$ cat config.mk
export PLATFORM = sky130hd
export DESIGN_NAME = uart_boot_loader_flat
export DESIGN_NICKNAME = d
export VERILOG_FILES = /design/src/rtl/uart_boot_loader_pkg.sv /design/src/rtl/uart_boot_loader_if.sv /design/src/rtl/uart_rx_byte.sv /design/src/rtl/uart_boot_loader.sv /design/src/flat_wrapper.sv
export SDC_FILE = /design/constraint.sdc
export NUM_CORES = 1
export LEC_CHECK = 0
export CORE_ASPECT_RATIO = 0.5
export CORE_MARGIN = 2
export CORE_UTILIZATION = 25
export DETAILED_ROUTE_END_ITERATION = 8
export PLACE_DENSITY = 0.4
export REMOVE_ABC_BUFFERS = 1
export SYNTH_ARGS = -nofsm -noshare
export SYNTH_HDL_FRONTEND = slang
export SYNTH_SLANG_ARGS = --single-unit
$ cat constraint.sdc
create_clock -name clk -period 6.5 [get_ports clk]
set_input_delay 0.65 -clock clk [delete_from_list [all_inputs] [get_ports clk]]
set_output_delay 0.65 -clock clk [all_outputs]
set_load 0.005 [all_outputs]
$ cat src/rtl/uart_boot_loader_pkg.sv
`default_nettype none
// ============================================================================
// Module   : uart_boot_loader_pkg
// Brief    : Shared state encodings and UART/boot frame constants.
//            Optional CSUM state is present only with BOOT_LOADER_CHECKSUM_EN.
// Revision : 1.0
// ============================================================================
package uart_boot_loader_pkg;

    localparam logic [7:0] c_boot_sync      = 8'hA5;
    localparam int         c_uart_data_bits = 8;
    localparam int         c_word_bytes     = 4;

    typedef enum logic [2:0] {
        ST_IDLE  = 3'd0,
        ST_LEN0  = 3'd1,
        ST_LEN1  = 3'd2,
        ST_DATA  = 3'd3,
        ST_WRITE = 3'd4,
`ifdef BOOT_LOADER_CHECKSUM_EN
        ST_CSUM  = 3'd5,
`endif
        ST_DONE  = 3'd6,
        ST_ERR   = 3'd7
    } boot_state_t;

    typedef enum logic [1:0] {
        RX_IDLE  = 2'd0,
        RX_START = 2'd1,
        RX_DATA  = 2'd2,
        RX_STOP  = 2'd3
    } rx_state_t;

endpackage
`default_nettype wire

$ cat src/rtl/uart_boot_loader_if.sv
`default_nettype none
// ============================================================================
// Module   : uart_boot_loader_if
// Brief    : RAM write port driven by the boot loader, plus the port-select.
// Revision : 1.0
// ============================================================================
interface uart_boot_loader_if #(
    parameter int ADDR_W = 13
);
    logic [ADDR_W-1:0] addr;
    logic [31:0]       data;
    logic              wr;
    logic              busy;

    modport master (output addr, output data, output wr, output busy);
    modport slave  (input  addr, input  data, input  wr, input  busy);
endinterface
`default_nettype wire

$ cat src/rtl/uart_rx_byte.sv
`default_nettype none
// ============================================================================
// Module   : uart_rx_byte
// Brief    : 8N1 UART receiver: 2-flop synchroniser, mid-bit sampling timer,
//            LSB-first shift register; one-cycle valid / frame-error pulses.
// Revision : 1.0
// ============================================================================
module uart_rx_byte
    import uart_boot_loader_pkg::*;
#(
    parameter int CLKS_PER_BIT = 434
) (
    input  logic       clk,
    input  logic       reset,
    input  logic       i_rx,
    output logic [7:0] o_byte,
    output logic       o_valid,
    output logic       o_frame_err
);

    localparam int                 c_cnt_w        = (CLKS_PER_BIT > 2) ? $clog2(CLKS_PER_BIT) : 1;
    localparam logic [c_cnt_w-1:0] c_bit_last     = c_cnt_w'(CLKS_PER_BIT - 1);
    localparam logic [c_cnt_w-1:0] c_half_last    = c_cnt_w'(CLKS_PER_BIT / 2 - 1);
    localparam logic [c_cnt_w-1:0] c_cnt_one      = c_cnt_w'(1);
    localparam logic [2:0]         c_bit_idx_last = 3'(c_uart_data_bits - 1);
    localparam logic [2:0]         c_bit_idx_one  = 3'd1;

    rx_state_t          r_state;
    rx_state_t          w_state_next;
    logic               r_meta;
    logic               r_sync;
    logic               r_sync_d;
    logic [c_cnt_w-1:0] r_cnt;
    logic               w_tick;
    logic [2:0]         r_bit_idx;
    logic [7:0]         r_shift;
    logic               r_valid;
    logic               r_frame_err;

    // Line idles high, so the synchroniser resets to 1 to avoid a false edge.
    always_ff @(posedge clk or posedge reset) begin
        if (reset) begin
            r_meta   <= 1'b1;
            r_sync   <= 1'b1;
            r_sync_d <= 1'b1;
        end else begin
            r_meta   <= i_rx;
            r_sync   <= r_meta;
            r_sync_d <= r_sync;
        end
    end

    always_comb begin
        w_state_next = r_state;
        w_tick       = (r_state == RX_START) ? (r_cnt == c_half_last) : (r_cnt == c_bit_last);
        case (r_state)
            RX_IDLE:  if (r_sync_d && !r_sync) w_state_next = RX_START;
            RX_START: if (w_tick) w_state_next = r_sync ? RX_IDLE : RX_DATA;
            RX_DATA:  if (w_tick && (r_bit_idx == c_bit_idx_last)) w_state_next = RX_STOP;
            RX_STOP:  if (w_tick) w_state_next = RX_IDLE;
            default:  w_state_next = RX_IDLE;
        endcase
    end

    always_ff @(posedge clk or posedge reset) begin
        if (reset) begin
            r_state     <= RX_IDLE;
            r_cnt       <= '0;
            r_bit_idx   <= '0;
            r_shift     <= '0;
            r_valid     <= 1'b0;
            r_frame_err <= 1'b0;
        end else begin
            r_state     <= w_state_next;
            r_valid     <= 1'b0;
            r_frame_err <= 1'b0;
            if ((r_state == RX_IDLE) || w_tick) begin
                r_cnt <= '0;
            end else begin
                r_cnt <= r_cnt + c_cnt_one;
            end
            case (r_state)
                RX_START: if (w_tick) r_bit_idx <= '0;
                RX_DATA: begin
                    if (w_tick) begin
                        r_shift   <= {r_sync, r_shift[7:1]};
                        r_bit_idx <= r_bit_idx + c_bit_idx_one;
                    end
                end
                RX_STOP: begin
                    if (w_tick) begin
                        r_valid     <= r_sync;
                        r_frame_err <= !r_sync;
                    end
                end
                default: ;
            endcase
        end
    end

    assign o_byte      = r_shift;
    assign o_valid     = r_valid;
    assign o_frame_err = r_frame_err;

endmodule
`default_nettype wire

$ cat src/rtl/uart_boot_loader.sv
`default_nettype none
// ============================================================================
// Module   : uart_boot_loader
// Brief    : Power-up loader: parses A5|LEN|words[|CSUM] from UART into RAM and
//            holds the core in reset until the image is accepted.
//            Optional checksum byte enabled by BOOT_LOADER_CHECKSUM_EN.
// Revision : 1.0
// ============================================================================
module uart_boot_loader
    import uart_boot_loader_pkg::*;
#(
    parameter int CLKS_PER_BIT = 434,
    parameter int ADDR_W       = 13,
    parameter int DEPTH        = 8192
) (
    input  logic               clk,
    input  logic               reset,
    input  logic               i_rx,
    uart_boot_loader_if.master ram,
    output logic               o_core_reset,
    output logic               o_done,
    output logic               o_err
);

    localparam logic [15:0]     c_depth    = 16'(DEPTH);
    localparam logic [ADDR_W:0] c_addr_one = (ADDR_W + 1)'(1);
    localparam logic [1:0]      c_last_b   = 2'(c_word_bytes - 1);
`ifdef BOOT_LOADER_CHECKSUM_EN
    localparam boot_state_t     c_st_final = ST_CSUM;
`else
    localparam boot_state_t     c_st_final = ST_DONE;
`endif

    logic [7:0]      w_rx_byte;
    logic            w_rx_valid;
    logic            w_rx_frame_err;
    boot_state_t     r_state;
    boot_state_t     w_state_next;
    logic [7:0]      r_len_lo;
    logic [15:0]     w_len;
    logic [ADDR_W:0] r_len;
    logic [ADDR_W:0] r_addr;
    logic [ADDR_W:0] w_addr_inc;
    logic [1:0]      r_byte_cnt;
    logic [31:0]     r_word;
`ifdef BOOT_LOADER_CHECKSUM_EN
    logic [7:0]      r_csum;
`endif

    uart_rx_byte #(
        .CLKS_PER_BIT (CLKS_PER_BIT)
    ) u_rx (
        .clk         (clk),
        .reset       (reset),
        .i_rx        (i_rx),
        .o_byte      (w_rx_byte),
        .o_valid     (w_rx_valid),
        .o_frame_err (w_rx_frame_err)
    );

    always_comb begin
        w_state_next = r_state;
        w_len        = {w_rx_byte, r_len_lo};
        w_addr_inc   = r_addr + c_addr_one;
        // A framing error anywhere in the live frame kills the load.
        if (w_rx_frame_err && (r_state != ST_DONE) && (r_state != ST_ERR)) begin
            w_state_next = ST_ERR;
        end else begin
            case (r_state)
                ST_IDLE: if (w_rx_valid && (w_rx_byte == c_boot_sync)) w_state_next = ST_LEN0;
                ST_LEN0: if (w_rx_valid) w_state_next = ST_LEN1;
                ST_LEN1: begin
                    if (w_rx_valid) begin
                        if (w_len > c_depth)       w_state_next = ST_ERR;
                        else if (w_len == 16'd0)   w_state_next = c_st_final;
                        else                       w_state_next = ST_DATA;
                    end
                end
                ST_DATA:  if (w_rx_valid && (r_byte_cnt == c_last_b)) w_state_next = ST_WRITE;
                ST_WRITE: w_state_next = (w_addr_inc == r_len) ? c_st_final : ST_DATA;
`ifdef BOOT_LOADER_CHECKSUM_EN
                ST_CSUM:  if (w_rx_valid) w_state_next = (w_rx_byte == r_csum) ? ST_DONE : ST_ERR;
`endif
                default: ;
            endcase
        end
    end

    always_ff @(posedge clk or posedge reset) begin
        if (reset) begin
            r_state    <= ST_IDLE;
            r_len_lo   <= '0;
            r_len      <= '0;
            r_addr     <= '0;
            r_byte_cnt <= '0;
            r_word     <= '0;
`ifdef BOOT_LOADER_CHECKSUM_EN
            r_csum     <= '0;
`endif
        end else begin
            r_state <= w_state_next;
            case (r_state)
                ST_LEN0: if (w_rx_valid) r_len_lo <= w_rx_byte;
                ST_LEN1: begin
                    if (w_rx_valid) begin
                        r_len      <= w_len[ADDR_W:0];
                        r_addr     <= '0;
                        r_byte_cnt <= '0;
`ifdef BOOT_LOADER_CHECKSUM_EN
                        r_csum     <= '0;
`endif
                    end
                end
                ST_DATA: begin
                    // Little-endian: first byte ends up in bits [7:0] after four shifts.
                    if (w_rx_valid && !w_rx_frame_err) begin
                        r_word     <= {w_rx_byte, r_word[31:8]};
                        r_byte_cnt <= r_byte_cnt + 2'd1;
`ifdef BOOT_LOADER_CHECKSUM_EN
                        r_csum     <= r_csum ^ w_rx_byte;
`endif
                    end
                end
                ST_WRITE: r_addr <= w_addr_inc;
                default: ;
            endcase
        end
    end

    assign ram.addr     = r_addr[ADDR_W-1:0];
    assign ram.data     = r_word;
    assign ram.wr       = (r_state == ST_WRITE);
    assign ram.busy     = (r_state != ST_DONE);
    assign o_core_reset = (r_state != ST_DONE);
    assign o_done       = (r_state == ST_DONE);
    assign o_err        = (r_state == ST_ERR);

endmodule
`default_nettype wire

$ cat src/flat_wrapper.sv
// flat-port wrapper written by rule: the top's interface ports become plain ports
module uart_boot_loader_flat import uart_boot_loader_pkg::*;
#(
    parameter int CLKS_PER_BIT = 434,
    parameter int ADDR_W       = 13,
    parameter int DEPTH        = 8192
)
  (clk, reset, i_rx, o_core_reset, o_done, o_err, ram_addr, ram_data, ram_wr, ram_busy);
  uart_boot_loader_if #(.ADDR_W(ADDR_W)) ram_i ();
  input  logic clk;
  input  logic reset;
  input  logic i_rx;
  output logic o_core_reset;
  output logic o_done;
  output logic o_err;
  output wire logic [$bits(ram_i.addr)-1:0] ram_addr;
  output wire logic [$bits(ram_i.data)-1:0] ram_data;
  output wire logic [$bits(ram_i.wr)-1:0] ram_wr;
  output wire logic [$bits(ram_i.busy)-1:0] ram_busy;
  assign ram_addr = ram_i.addr;
  assign ram_data = ram_i.data;
  assign ram_wr = ram_i.wr;
  assign ram_busy = ram_i.busy;
  uart_boot_loader #(.CLKS_PER_BIT(CLKS_PER_BIT), .ADDR_W(ADDR_W), .DEPTH(DEPTH)) u_core (.clk(clk), .reset(reset), .i_rx(i_rx), .ram(ram_i), .o_core_reset(o_core_reset), .o_done(o_done), .o_err(o_err));
endmodule
==> summary.md <==
| Metric | Value |
|---|---|
| Status | `complete, no violations` |
| Worst voltage drop across the vdd grid | `0.000127 V` |
| Primary flip-flop cell chosen by synthesis mapping | `sky130_fd_sc_hd__dfrtp_1` |
| Post-synthesis mux area share | `0.154` |
| Number of library cell types mapped by synthesis | `59` |
| Cell depth of the worst hold path | `0` |
| First-iteration detailed-routing DRC count | `approximately 150` |
| Start-to-end type of the worst setup path | `register to output pin` |
| Layout Area Growth over Synthesis | `19.7%` |
| Placeable core area | `roughly 19000 µm²` |
| Number of sinks driven by the clock tree | `100` |
| Max stage delay on crit path | `slightly below 600 ps` |
| Dominant combinational cell family by area after synthesis | `simple AND/OR/NAND/NOR gates` |
| Headroom to the max-slew limit | `0.377` |
| Most used standard cell by instance count after synthesis | `sky130_fd_sc_hd__dfrtp_1` |
| Slew of the pin with the lowest slew margin | `just over 900 ps` |
| Unrepaired setup endpoints after global routing | `no` |
| Root buffer selected by CTS | `sky130_fd_sc_hd__clkbuf_16` |
| Global router's overall resource usage | `0.109` |
| Per-cell via count in the routed design | `between 4 and 5` |
| Ports placed on the boundary | `53` |
| Critical path data arrival time | `~2600 ps` |
| Post-synthesis instance area | `roughly 5000 µm²` |
| Total power of the final layout | `~0.0013 W` |
| Static leakage | `2.61 nW` |
| Die footprint | `approximately 21000 µm²` |
| Cts-stage hold buffer count | `0` |
| Asr flop ratio synth | `1.00` |
| Initial Utilization | `0.255` |
| Most frequent cells after synthesis | `sky130_fd_sc_hd__dfrtp_1 (97), sky130_fd_sc_hd__mux2_2 (56), sky130_fd_sc_hd__nand2_1 (35)` |
| Path category of the worst min-delay check | `register to register` |
| Initial antenna violation count | `0` |
| Routed Antenna Nets | `0` |
| Largest cells by area after synthesis | `sky130_fd_sc_hd__dfrtp_1 (49%), sky130_fd_sc_hd__mux2_2 (13%), sky130_fd_sc_hd__o21ai_0 (2.7%)` |
| Critical Path Sink Type | `output pin` |
| Total congestion overflow | `0` |
| Period minus WS final | `about 3200 ps` |
| Share of post-route cells with drive strength above 1 | `0.206` |
| Wire length reported by the detailed router | `approximately 11 mm` |
| Fillers | `slightly below 2k` |
| Fraction of synthesized cell area taken by the top area cell type | `0.491` |
| CP max stage cell | `sky130_fd_sc_hd__clkdlybuf4s50_1` |
| Level count of the clock H-tree | `3` |
| Critical path data required time | `approximately 6000 ps` |
| Buffer count from post-CTS setup fixing | `0` |
| Number of nets in the final layout | `around 480` |
| Final Hold Slack | `about 360 ps` |
| Cell accounting for the most synthesized area | `sky130_fd_sc_hd__dfrtp_1` |
| Final core utilization | `0.305` |
| Vertical extent of the die | `slightly above 100 µm` |
| Final Hold Violating Endpoints | `0` |
| Max clock buf depth | `2` |
| Power density relative to cell area | `between 200 and 250 nW/µm²` |
| Critical path startpoint category | `register` |
| Cell area after layout | `between 5000 and 6000 µm²` |
| Count of mapped cells out of synthesis | `440` |
| Part of the Yosys area used for sequential elements | `0.507` |
| Reg clk slew, reported paths | `70 ps` |
| Insertion delay of the later-clocked pin in the worst-skew pair | `around 350 ps` |
| Number of enable-type register cells in the synthesized netlist | `0` |
| Parity-gate share of the synthesized area counting xor and xnor cells | `0.0354` |
| Post-place instance area | `~5600 µm²` |
| Via total after detailed routing | `3251` |
| Max-cap violations | `0` |
| Area fraction in compound gates after synthesis | `0.0812` |
| Resize count post-CTS | `0` |
| Share of synthesized cell area in and, or, nand and nor gates | `0.162` |
| CTS Buf Count | `9` |
| Number of cells traversed by the worst register-to-register path | `6` |
| Count of pins over their slew limit | `0` |
| Wire length of the first global-routing pass | `17.7 mm` |
| Peak Freq | `0.312 GHz` |
| Average cell area after synthesis | `11.2 µm²` |
| DRC | `0` |
| Antenna cell count | `0` |
| Width of the chip | `just over 200 µm` |
| Synthesized flop and latch total | `100` |
| First drt pass iteration count | `4` |
| Setup_tns | `0 ps` |
| Cell chain of the critical path | `nor2_1 > nand2_1 > inv_1 > clkdlybuf4s50_1` |
| Count of final setup violators | `0` |
| Crit-path max FO | `17` |
| Final estimated routing congestion in global placement | `about 0.77` |
| Count of buffers inserted at the top-level ports | `52` |
| HPWL after DPL | `7.46 mm` |
| Largest net degree at the start of global routing | `70` |
| Num rows | `36` |
| Clock Skews | `8.68 ps` |
| Routed wirelength normalized by instance count | `14.8 µm` |
| Total number of yosys warnings | `0` |
| Area share of fa/ha/maj cells after synthesis | `0.0127` |
| Fin crit share | `0.494` |
| Vias in the first global route | `approximately 3.2k` |
| TritonCTS clock tree | `built` |
==> worst max-delay path: cells and delay by family, from the launching register on <==
family,cells,cell delay (ps)
buffers and inverters,2,1120
flip-flops,1,460
AND/OR/NAND/NOR,2,630
==> cell families (layout without fill, tap and decap cells) <==
logic type / after synthesis / count (layout)
AO/OA/AOI/OAI: 61 / 61
adder cells (fa/ha/maj): 5 / 5
AND/OR/NAND/NOR: 145 / 145
flip-flops: 100 / 100
multiplexers: 65 / 65
buffers and inverters: 44 / 79
XOR/XNOR: 20 / 20
==> metrics by stage <==
step | std cells | setup WS (ps)
3_3_place_gp | 725 | 3680
4_1_cts | 741 | 3270
5_1_grt | 741 | 3050
6_report | 741 | 3290
3_5_place_dp | 725 | 3660
2_1_floorplan | 405 | 3240
==> registers in the layout, indices dropped and copies added (netlist names), named ones only <==
register / count
u_core.u_rx.r_sync_d: 1
u_core.r_len: 14
u_core.u_rx.r_state: 1
u_core.ram.data: 32
u_core.u_rx.o_frame_err: 1
u_core.u_rx.r_sync: 1
u_core.u_rx.r_cnt: 9
u_core.r_len_lo: 8
u_core.u_rx.o_byte: 8
u_core.r_byte_cnt: 2
u_core.r_addr: 14
u_core.u_rx.o_valid: 1
u_core.r_state: 3
u_core.u_rx.r_bit_idx: 3
u_core.u_rx.r_meta: 1
==> placed cells by master (no fill, tap or decap), types with 2 or more instances in the layout <==
cell type	n
sky130_fd_sc_hd__and3_1	5
sky130_fd_sc_hd__nor4_1	5
sky130_fd_sc_hd__o21ai_0	27
sky130_fd_sc_hd__clkbuf_16	9
sky130_fd_sc_hd__clkinvlp_4	2
sky130_fd_sc_hd__a21oi_1	6
sky130_fd_sc_hd__nand2b_1	7
sky130_fd_sc_hd__xor2_1	13
sky130_fd_sc_hd__dfstp_2	3
sky130_fd_sc_hd__nand3_1	11
sky130_fd_sc_hd__xnor2_1	7
sky130_fd_sc_hd__dfrtp_1	97
sky130_fd_sc_hd__nor3b_1	3
sky130_fd_sc_hd__nand4b_1	2
sky130_fd_sc_hd__nor2_1	32
sky130_fd_sc_hd__nand2_1	35
sky130_fd_sc_hd__o31ai_1	3
sky130_fd_sc_hd__a31oi_1	6
sky130_fd_sc_hd__buf_4	2
sky130_fd_sc_hd__o22ai_1	3
sky130_fd_sc_hd__inv_6	2
sky130_fd_sc_hd__inv_1	8
sky130_fd_sc_hd__ha_1	5
sky130_fd_sc_hd__mux2_2	56
sky130_fd_sc_hd__nand4_1	6
sky130_fd_sc_hd__nor3_1	7
sky130_fd_sc_hd__nor2b_1	8
sky130_fd_sc_hd__mux2_4	8
sky130_fd_sc_hd__o211ai_1	3
sky130_fd_sc_hd__and2_1	4
sky130_fd_sc_hd__or3_1	3
sky130_fd_sc_hd__o2111ai_1	2
sky130_fd_sc_hd__clkdlybuf4s50_1	52
sky130_fd_sc_hd__or4b_1	2
sky130_fd_sc_hd__a22o_1	2
==> routing by layer <==
metal  global-route usage  wire, µm  up-vias
met5                    0         0        -
met4               0.0253       102        0
met3               0.0285       308       10
met2                0.169      4700       42
met1                0.153      5830     1584
li1                     -         -     1615
==> area by class of cell <==
| type | instances | area (µm²) | area share |
|---|---|---|---|
| repair buffers | 54 | 536 | 0.0905 |
| multi-input cells | 296 | 2210 | 0.373 |
| flip-flops and latches | 100 | 2510 | 0.423 |
| clock inverters | 6 | 71.3 | 0.0120 |
| inverters | 9 | 36.3 | 0.00613 |
| clock buffers | 10 | 229 | 0.0387 |
| well taps | 266 | 333 | 0.0562 |
==> where the power goes <==
part | switching (W) | leakage [nW] | internal [W]
Combinational | 0.0000346 | 1.10 | 0.0000275
Clock | 0.000245 | 0.140 | 0.000302
Sequential | 0.0000350 | 1.37 | 0.000645
Total | 0.000314 | 2.61 | 0.000975
==> path summary, 6_finish.rpt <==
check                                    from                 end  slack (ps)
setup / recovery            u_core.r_state[0]              ram_wr        3290
hold / removal             u_core.u_rx.r_meta  u_core.u_rx.r_sync         360
setup reg to reg            u_core.r_state[0]    u_core.r_addr[3]        3770
hold reg to reg            u_core.u_rx.r_meta  u_core.u_rx.r_sync         360
max in group asynchronous               reset    u_core.r_addr[5]        4620
min in group asynchronous               reset  u_core.ram.data[4]         650
(Power assumes the default switching activity.)
